### config.mk
export PLATFORM = sky130hd
export DESIGN_NAME = ram_bus_adapter
export DESIGN_NICKNAME = d
export VERILOG_FILES = /design/src/rtl/ram_bus_adapter.sv
export SDC_FILE = /design/constraint.sdc
export NUM_CORES = 1
export LEC_CHECK = 0
export BUFFER_PORTS_ARGS = -buffer_cell sky130_fd_sc_hd__buf_2
export CAP_MARGIN = 5
export CORE_UTILIZATION = 58
export CTS_BUF_LIST = sky130_fd_sc_hd__clkbuf_8
export DETAILED_ROUTE_END_ITERATION = 7
export GPL_TIMING_DRIVEN = 1
export PLACE_DENSITY_LB_ADDON = 0.05
export SLEW_MARGIN = 20
export SYNTH_ARGS = -nofsm -noshare
export SYNTH_HDL_FRONTEND = slang
export SYNTH_SLANG_ARGS = --single-unit
### constraint.sdc
create_clock -name clock -period 4.85 [get_ports clock]
set_input_delay 0.2425 -clock clock [delete_from_list [all_inputs] [get_ports clock]]
set_output_delay 0.2425 -clock clock [all_outputs]
set_load 0.01 [all_outputs]
### src/rtl/ram_bus_adapter.sv
// ram_bus_adapter
//   Request/response front end for a single-port block RAM with one-cycle
//   registered read data. Byte/half/word loads and stores are accepted on a
//   valid/ready request channel; accesses crossing a 32-bit word boundary are
//   issued as two RAM beats; illegal or out-of-range accesses are answered
//   with rsp_err without touching the RAM.
//
// Ports
//   clock, reset        rising-edge clock, synchronous active-high reset
//   req_*               request channel (addr, write, size, signed, wdata)
//   rsp_*               response channel (data, err), held until accepted
//   ram_addr/cs/wdata/wmask/wren  RAM command, all registered
//   ram_rdata           RAM read data, valid the cycle after ram_cs
module ram_bus_adapter #(
    parameter int unsigned ADDR_WIDTH = 12
) (
    input  logic                  clock,
    input  logic                  reset,
    input  logic                  req_valid,
    output logic                  req_ready,
    input  logic [31:0]           req_addr,
    input  logic                  req_write,
    input  logic [1:0]            req_size,
    input  logic                  req_signed,
    input  logic [31:0]           req_wdata,
    output logic                  rsp_valid,
    input  logic                  rsp_ready,
    output logic [31:0]           rsp_data,
    output logic                  rsp_err,
    output logic [ADDR_WIDTH-1:0] ram_addr,
    output logic                  ram_cs,
    output logic [31:0]           ram_wdata,
    output logic [3:0]            ram_wmask,
    output logic                  ram_wren,
    input  logic [31:0]           ram_rdata
);

    typedef enum logic [2:0] {IDLE, ISSUE0, ISSUE1, CAPT, RESP} state_t;

    state_t                state_q, state_d;
    logic [ADDR_WIDTH-1:0] addr_q, addr_d;
    logic                  write_q, write_d;
    logic [2:0]            nbytes_q, nbytes_d;
    logic                  sext_q, sext_d;
    logic [31:0]           wdata_q, wdata_d;
    logic                  split_q, split_d;
    logic [31:0]           lo_buf_q, lo_buf_d;
    logic [31:0]           rsp_data_q, rsp_data_d;
    logic                  rsp_err_q, rsp_err_d;
    logic [ADDR_WIDTH-1:0] ram_addr_q, ram_addr_d;
    logic                  ram_cs_q, ram_cs_d;
    logic                  ram_wren_q, ram_wren_d;
    logic [31:0]           ram_wdata_q, ram_wdata_d;
    logic [3:0]            ram_wmask_q, ram_wmask_d;

    // Incoming request decode
    logic [2:0]  req_nbytes;
    logic [32:0] req_last;
    logic        req_err;
    logic        req_split;

    always_comb begin
        case (req_size)
            2'd0:    req_nbytes = 3'd1;
            2'd1:    req_nbytes = 3'd2;
            default: req_nbytes = 3'd4;
        endcase
        // 33-bit sum so a request near 2^32 cannot wrap back into range
        req_last  = {1'b0, req_addr} + {30'b0, req_nbytes} - 33'd1;
        req_err   = (req_size == 2'd3) || (req_last >= (33'd1 << ADDR_WIDTH));
        req_split = ({2'b00, req_addr[1:0]} + {1'b0, req_nbytes}) > 4'd4;
    end

    // N contiguous lanes starting at lane 'off'. Bits [3:0] are the lanes of
    // the first word, bits [7:4] the lanes that spill into the next word.
    function automatic logic [7:0] lane_span(input logic [2:0] nbytes, input logic [1:0] off);
        lane_span = ((8'd1 << nbytes) - 8'd1) << off;
    endfunction

    logic [7:0]  lanes;
    logic [5:0]  off_bits;
    logic [63:0] pair;
    logic [31:0] aligned;

    always_comb begin
        state_d     = state_q;
        addr_d      = addr_q;
        write_d     = write_q;
        nbytes_d    = nbytes_q;
        sext_d      = sext_q;
        wdata_d     = wdata_q;
        split_d     = split_q;
        lo_buf_d    = lo_buf_q;
        rsp_data_d  = rsp_data_q;
        rsp_err_d   = rsp_err_q;
        ram_addr_d  = '0;
        ram_cs_d    = 1'b0;
        ram_wren_d  = 1'b0;
        ram_wdata_d = '0;
        ram_wmask_d = '0;
        lanes       = '0;

        off_bits = {1'b0, addr_q[1:0], 3'b000};
        // Beat 1 is only meaningful for split accesses; otherwise the single
        // beat arrives on ram_rdata and the upper word is zero.
        pair    = {split_q ? ram_rdata : 32'h0, split_q ? lo_buf_q : ram_rdata};
        aligned = 32'(pair >> off_bits);

        case (state_q)
            IDLE: begin
                if (req_valid) begin
                    addr_d   = req_addr[ADDR_WIDTH-1:0];
                    write_d  = req_write;
                    nbytes_d = req_nbytes;
                    sext_d   = req_signed;
                    wdata_d  = req_wdata;
                    split_d  = req_split;
                    if (req_err) begin
                        rsp_err_d  = 1'b1;
                        rsp_data_d = '0;
                        state_d    = RESP;
                    end else begin
                        // Outputs are registered, so the ISSUE0 command is
                        // prepared here from the live request fields.
                        lanes       = lane_span(req_nbytes, req_addr[1:0]);
                        rsp_err_d   = 1'b0;
                        ram_cs_d    = 1'b1;
                        ram_wren_d  = req_write;
                        ram_addr_d  = req_addr[ADDR_WIDTH-1:0];
                        ram_wdata_d = req_wdata;
                        ram_wmask_d = lanes[3:0];
                        state_d     = ISSUE0;
                    end
                end
            end
            ISSUE0: begin
                if (split_q) begin
                    lanes       = lane_span(nbytes_q, addr_q[1:0]);
                    ram_cs_d    = 1'b1;
                    ram_wren_d  = write_q;
                    ram_addr_d  = {addr_q[ADDR_WIDTH-1:2], 2'b00} + ADDR_WIDTH'(4);
                    ram_wdata_d = wdata_q >> (6'd32 - off_bits);
                    ram_wmask_d = lanes[7:4];
                    state_d     = ISSUE1;
                end else begin
                    state_d = CAPT;
                end
            end
            ISSUE1: begin
                lo_buf_d = ram_rdata;
                state_d  = CAPT;
            end
            CAPT: begin
                case (nbytes_q)
                    3'd1:    rsp_data_d = {{24{sext_q & aligned[7]}}, aligned[7:0]};
                    3'd2:    rsp_data_d = {{16{sext_q & aligned[15]}}, aligned[15:0]};
                    default: rsp_data_d = aligned;
                endcase
                if (write_q) begin
                    rsp_data_d = '0;
                end
                rsp_err_d = 1'b0;
                state_d   = RESP;
            end
            RESP: begin
                if (rsp_ready) begin
                    state_d = IDLE;
                end
            end
            default: state_d = IDLE;
        endcase
    end

    always_ff @(posedge clock) begin
        if (reset) begin
            state_q     <= IDLE;
            addr_q      <= '0;
            write_q     <= 1'b0;
            nbytes_q    <= '0;
            sext_q      <= 1'b0;
            wdata_q     <= '0;
            split_q     <= 1'b0;
            lo_buf_q    <= '0;
            rsp_data_q  <= '0;
            rsp_err_q   <= 1'b0;
            ram_addr_q  <= '0;
            ram_cs_q    <= 1'b0;
            ram_wren_q  <= 1'b0;
            ram_wdata_q <= '0;
            ram_wmask_q <= '0;
        end else begin
            state_q     <= state_d;
            addr_q      <= addr_d;
            write_q     <= write_d;
            nbytes_q    <= nbytes_d;
            sext_q      <= sext_d;
            wdata_q     <= wdata_d;
            split_q     <= split_d;
            lo_buf_q    <= lo_buf_d;
            rsp_data_q  <= rsp_data_d;
            rsp_err_q   <= rsp_err_d;
            ram_addr_q  <= ram_addr_d;
            ram_cs_q    <= ram_cs_d;
            ram_wren_q  <= ram_wren_d;
            ram_wdata_q <= ram_wdata_d;
            ram_wmask_q <= ram_wmask_d;
        end
    end

    assign req_ready = (state_q == IDLE);
    assign rsp_valid = (state_q == RESP);
    assign rsp_data  = rsp_data_q;
    assign rsp_err   = rsp_err_q;
    assign ram_addr  = ram_addr_q;
    assign ram_cs    = ram_cs_q;
    assign ram_wdata = ram_wdata_q;
    assign ram_wmask = ram_wmask_q;
    assign ram_wren  = ram_wren_q;

endmodule

After elaboration in Yosys (flattened, before gate mapping)
Cells that the tools add are included.
Operators by class
  add/sub/neg operators: 7
  magnitude comparators: 2
  eq/ne operators: 11
  shifts and indexed selects: 6
  muxes and demuxes: 36
  bitwise operators: 2
  reduce and logical (&&, ||, !) cells: 8
Operators with widths (count)
  32-bit 2-to-1 mux: 8
  32-bit case mux with 2 select lines: 3
  64-bit by 5-bit right shift with 32-bit output: 1
  12-bit 2-to-1 mux: 3
  32-bit by 3-bit adder with 33-bit output: 1
  33-bit by 13-bit >= comparator with 1-bit output, second input constant: 1
  33-bit by 1-bit subtractor with 33-bit output, second input constant: 1
  32-bit by 6-bit right shift with 32-bit output: 1
  12-bit case mux with 2 select lines: 1
  1-bit by 3-bit << shifter with 8-bit output, first input constant: 2
  8-bit by 1-bit subtractor with 8-bit output, second input constant: 2
  3-bit case mux with 5 select lines: 1
  12-bit by 3-bit adder with 12-bit output, second input constant: 1
  4-bit 2-to-1 mux: 3
  3-bit by 2-bit equality test with 1-bit output, second input constant: 3
  1-bit 2-to-1 mux: 9
  3-bit 2-to-1 mux: 3
  4-bit case mux with 2 select lines: 1
  8-bit by 2-bit << shifter with 4-bit output: 1
  8-bit by 2-bit << shifter with 8-bit output: 1
  3-bit by 1-bit equality test with 1-bit output, second input constant: 2
  1-bit case mux with 2 select lines: 3
  3-bit case mux with 2 select lines: 1
  2-bit AND reduction: 3
  other kinds (14): 16
Word-level totals
  register bits after elaboration: 168
  input bits: 104
  output and inout bits: 85
  word-level logic and storage cells: 87

Logic depth before layout (Yosys ltp)
  word-level depth: 9
  mapped depth: 18
  depth with buffers taken out: 16

Least setup slack after synthesis
No wires, ideal clock.
  kind: input to register
  from: input req_size[0]
  to: register ram_addr_q[10], in the netlist ram_addr[10]
  library setup time: 89 ps
  arrival time: 3822 ps
  required time: 4761 ps
  slack: 939 ps
  stages on the path: 18
  buffers on the path: 2
  path through: nor2_1 > inv_1 > ha_1 > inv_1 > ha_1 > inv_1 > fa_1 > nand2b_1 > a21o_1 > a2111o_1 > nand3_2 > o2111ai_1 > or4_1 > nor4b_2 > nand4_2 > buf_6 > buf_6 > o32ai_2
Between the ends
  word-level cells in the longest chain between the ends: 9
  elaborated cells between the ends (all ways): 11
  those cells by class: 2 x add/sub; 1 x order compare; 2 x eq/ne; 4 x mux; 2 x reduce/logical
Ends and longest elaborated chain
  start, declared: line 23  | input logic [1:0] req_size,
  2-bit by 1-bit equality test with 1-bit output or 2-bit zero test (tied branches): line 63  | case (req_size)
  3-bit case mux with 2 select lines: line 63
  32-bit by 3-bit adder with 33-bit output: line 69  | req_last = {1'b0, req_addr} + {30'b0, req_nbytes} - 33'd1;
  33-bit by 1-bit subtractor with 33-bit output: line 69
  33-bit by 13-bit >= comparator with 1-bit output: line 70  | req_err = (req_size == 2'd3) || (req_last >= (33'd1 << ADDR_WIDTH));
  1-bit logical OR *: line 70
  12-bit 2-to-1 mux *: line 118  | if (req_err) begin
  12-bit 2-to-1 mux *: line 111  | if (req_valid) begin
  12-bit case mux with 2 select lines *: line 109  | case (state_q)
  end signal, assigned: line 202  | ram_addr_q <= ram_addr_d;
  end, declared: line 50  | logic [ADDR_WIDTH-1:0] ram_addr_q, ram_addr_d;
Mark *: on every way between the ends. The rest lies on a longest branch, timed or not.
A chain may end at the register's enable or synchronous reset.

Final worst setup path
  from: input req_size[0]
  to: register ram_wmask_q[1], in the netlist ram_wmask[1]
Between the ends
  word-level cells in the longest chain between the ends: 9
  elaborated cells between the ends (all ways): 14
  those cells by class: 3 x add/sub; 1 x order compare; 2 x eq/ne; 2 x shift; 4 x mux; 2 x reduce/logical
Ends and longest elaborated chain
  2-bit by 1-bit equality test with 1-bit output or 2-bit zero test (tied branches): line 63
  3-bit case mux with 2 select lines *: line 63
  named net req_nbytes[0]: line 57  | logic [2:0] req_nbytes;
  32-bit by 3-bit adder with 33-bit output: line 69
  33-bit by 1-bit subtractor with 33-bit output: line 69
  33-bit by 13-bit >= comparator with 1-bit output: line 70
  1-bit logical OR: line 70
  4-bit 2-to-1 mux *: line 118
  4-bit 2-to-1 mux *: line 111
  4-bit case mux with 2 select lines *: line 109
  end signal, assigned: line 206  | ram_wmask_q <= ram_wmask_d;
  end, declared: line 54  | logic [3:0] ram_wmask_q, ram_wmask_d;
The timed path passes the listed nets; every way through them passes the cells marked *.

==> results.ini <==
[yosys]
synth_ff_type=dfxtp_1
ys_ff_latch=168
syn_nets=1549
synthArstFlopShare=0
synth_edf_count=0
syn_inst=1402
synth_area_um2=10390
syn_avg_cell_area_um2=7.413
ys_seq_area_frac=0.3236
ys_types=68
synth_warnings=0

[cts]
htree_levels=4
cts_sinks=168
numCtsBuffers=17
postCtsResizedCells=0
cts_tree=built
cts-root-buf=clkbuf_8
clockBufferDepth=2
cts_setup_buffers=0
clkSlewWorstSetupHoldPaths_ns=0.10
ctsHoldBuffers=3
insertion_delay_ns=0.47

[sta]
max_freq_mhz=249.8
slew-limit-headroom=0.3555
hold_violations=0
report.final.slew_viol_count=0
layout_min_cycle_time_ns=4.003
finalSetupViolCount=0
tns_ns=0
finalClockSkew_ns=0.02337
fin_ws_ns=0.8469
worst_pin_slew_ns=0.9667
rsz0062_at_grt=no
finalCritPeriodShare=0.8254

[worst_setup_path]
crit_path_end_kind=flip-flop
cp.arrival_ns=4.37
r2r_slack_ns=1.76
timing.rr.end=rsp_data[21]
r2r_cells=9
cp-start-kind=input pin
criticalPathCategory=in2reg
r2r_start=addr_q[0]
cp_max_fo=85
cp.required_ns=5.22

[die]
rows=48
ios=189
die_x_um=135.9
die_area_um2=18460
chipHeight_um=135.9
fp.coreArea_um2=17420
start_util=0.5967

[layout]
register_area_um2=3368
multi_input_comb_area_um2=6431
final_common_cell=nand2_1
final_cell_mix=329 x nand2_1, 188 x buf_2, 182 x a21oi_1
post-route-util=0.6778
drive_gt1_frac=0.1884
instances_no_fill=1765
area_growth_pct=13.59
nNetsFinal=1673
final.fill_count=1534

[global_routing]
grt_pass1_vias=9290
track_usage=0.3230
antenna_found_initial=1
grt_max_degree=86
grt_pass1_wl_um=47420
overflow=0

[hold_path]
min_from=ram_rdata[25]
hp-class=in2reg
min_path_cells=3
worstHoldEndpoint=lo_buf_q[25]

[placed_design]
pre_cts_ws_ns=0.3566
hpwl_um=21520
place_congestion=0.8984
io_buffers=188
dp_cells=1728

[run_status]
outcome=completed

[route]
drt-total-wl_um=30330
ant_nets=0
drt_iter0_drc=918
num_vias=10550
drc=0
vias_per_cell=5.977
first_pass_iters=5
wire_per_inst_um=17.18

[power_and_ir_drop]
cellLeakagePower_nw=4.808
total_power_mw=3.248
powerDensity_nw_per_um2=275.2
peakVddDrop_v=0.0002111

[flow_run]
max-cap-violations=0

[layer usage]
metal / part of all wire / track usage
met1: 0.44 / 0.4365
met2: 0.47 / 0.5278
met3: 0.063 / 0.03766
met4: 0.024 / 0.1179
met5: 0 / 0
[state kept, by name (all words and copies together) (netlist names)]
| name | flops |
|---|---|
| ram_wdata | 32 |
| split_q | 1 |
| state_q | 3 |
| addr_q | 12 |
| write_q | 1 |
| rsp_data | 32 |
| ram_addr | 12 |
| ram_cs | 1 |
| lo_buf_q | 32 |
| rsp_err | 1 |
| nbytes_q | 3 |
| sext_q | 1 |
| ram_wren | 1 |
| wdata_q | 32 |
| ram_wmask | 4 |
[power by group]
group | internal [mW] | leakage, nW | switching [mW] | total (mW)
Sequential | 1.41 | 1.36 | 0.0363 | 1.44
Combinational | 0.280 | 3.23 | 0.452 | 0.731
Clock | 0.496 | 0.211 | 0.579 | 1.08
[logic make-up after synthesis]
kind of cell,share of synthesized area
simple gates,0.2124
compound gates,0.2473
flops,0.3236
buf+inv,0.05996
mux,0.08500
fa+ha+maj,0.05321
xor+xnor,0.01854
[layout make-up]
type | count | share of cell area
inverters | 50 | 0.01590
diodes | 1 | 0.0002120
well taps | 225 | 0.02385
flip-flops and latches | 168 | 0.2853
multi-input cells | 1082 | 0.5448
clock inverters | 14 | 0.01526
clock buffers | 18 | 0.02099
repair buffers | 207 | 0.09369
[critical path, stage by stage]
cell,delay (ns)
buf_2,0.11
nor2_1,0.23
inv_1,0.18
ha_1,0.23
inv_1,0.05
ha_1,0.18
inv_1,0.06
fa_1,0.43
nand2b_1,0.19
a21o_1,0.20
a2111o_1,0.45
nand3_2,0.10
o2111ai_1,0.10
or4_1,0.53
nor4b_2,0.33
nand4_4,0.15
buf_12,0.23
o41ai_2,0.34
[cell usage after synthesis (9+ instances only)]
cell      count  area share
nor2b_1      12      0.0072
xnor2_1      12       0.010
clkbuf_1     68       0.025
inv_1        49       0.018
nor2_1       57       0.021
ha_1         41       0.049
o21ai_0      97       0.047
nand3_1      26       0.013
dfxtp_1     168        0.32
o22ai_1      19       0.011
xor2_1       10      0.0084
a22oi_1      19       0.014
nand2b_1      9      0.0054
and2_1        9      0.0054
mux2i_1      68       0.065
mux2_2       18       0.020
o211ai_1     17       0.012
nand4_1      12      0.0072
o221ai_1     15       0.013
nor3_1       20      0.0096
nand2_1     330        0.12
buf_2        16      0.0077
buf_1        12      0.0043
a21oi_1     182       0.088
[how the worst max path moves through the flow]
stage | startpoint | endpoint | cells past startpoint
2_1_floorplan | req_size[0] | ram_addr[10] | 18
6_report | req_size[0] | ram_wmask[1] | 18
4_1_cts | req_size[0] | ram_wmask[1] | 18
3_3_place_gp | req_size[0] | ram_wmask[1] | 18
3_5_place_dp | req_size[0] | ram_wmask[1] | 18
5_1_grt | req_size[0] | ram_wmask[1] | 18
[through the flow]
step                instance area (µm²)  hold slack, ns
floorplan                         10390          0.3434
global placement                  11330          0.4389
detailed placement                11330          0.4468
CTS                               11790        0.001676
global route                      11810        0.003156
finish                            11810        0.006940
Note: power is estimated with default switching activity, not from simulation.
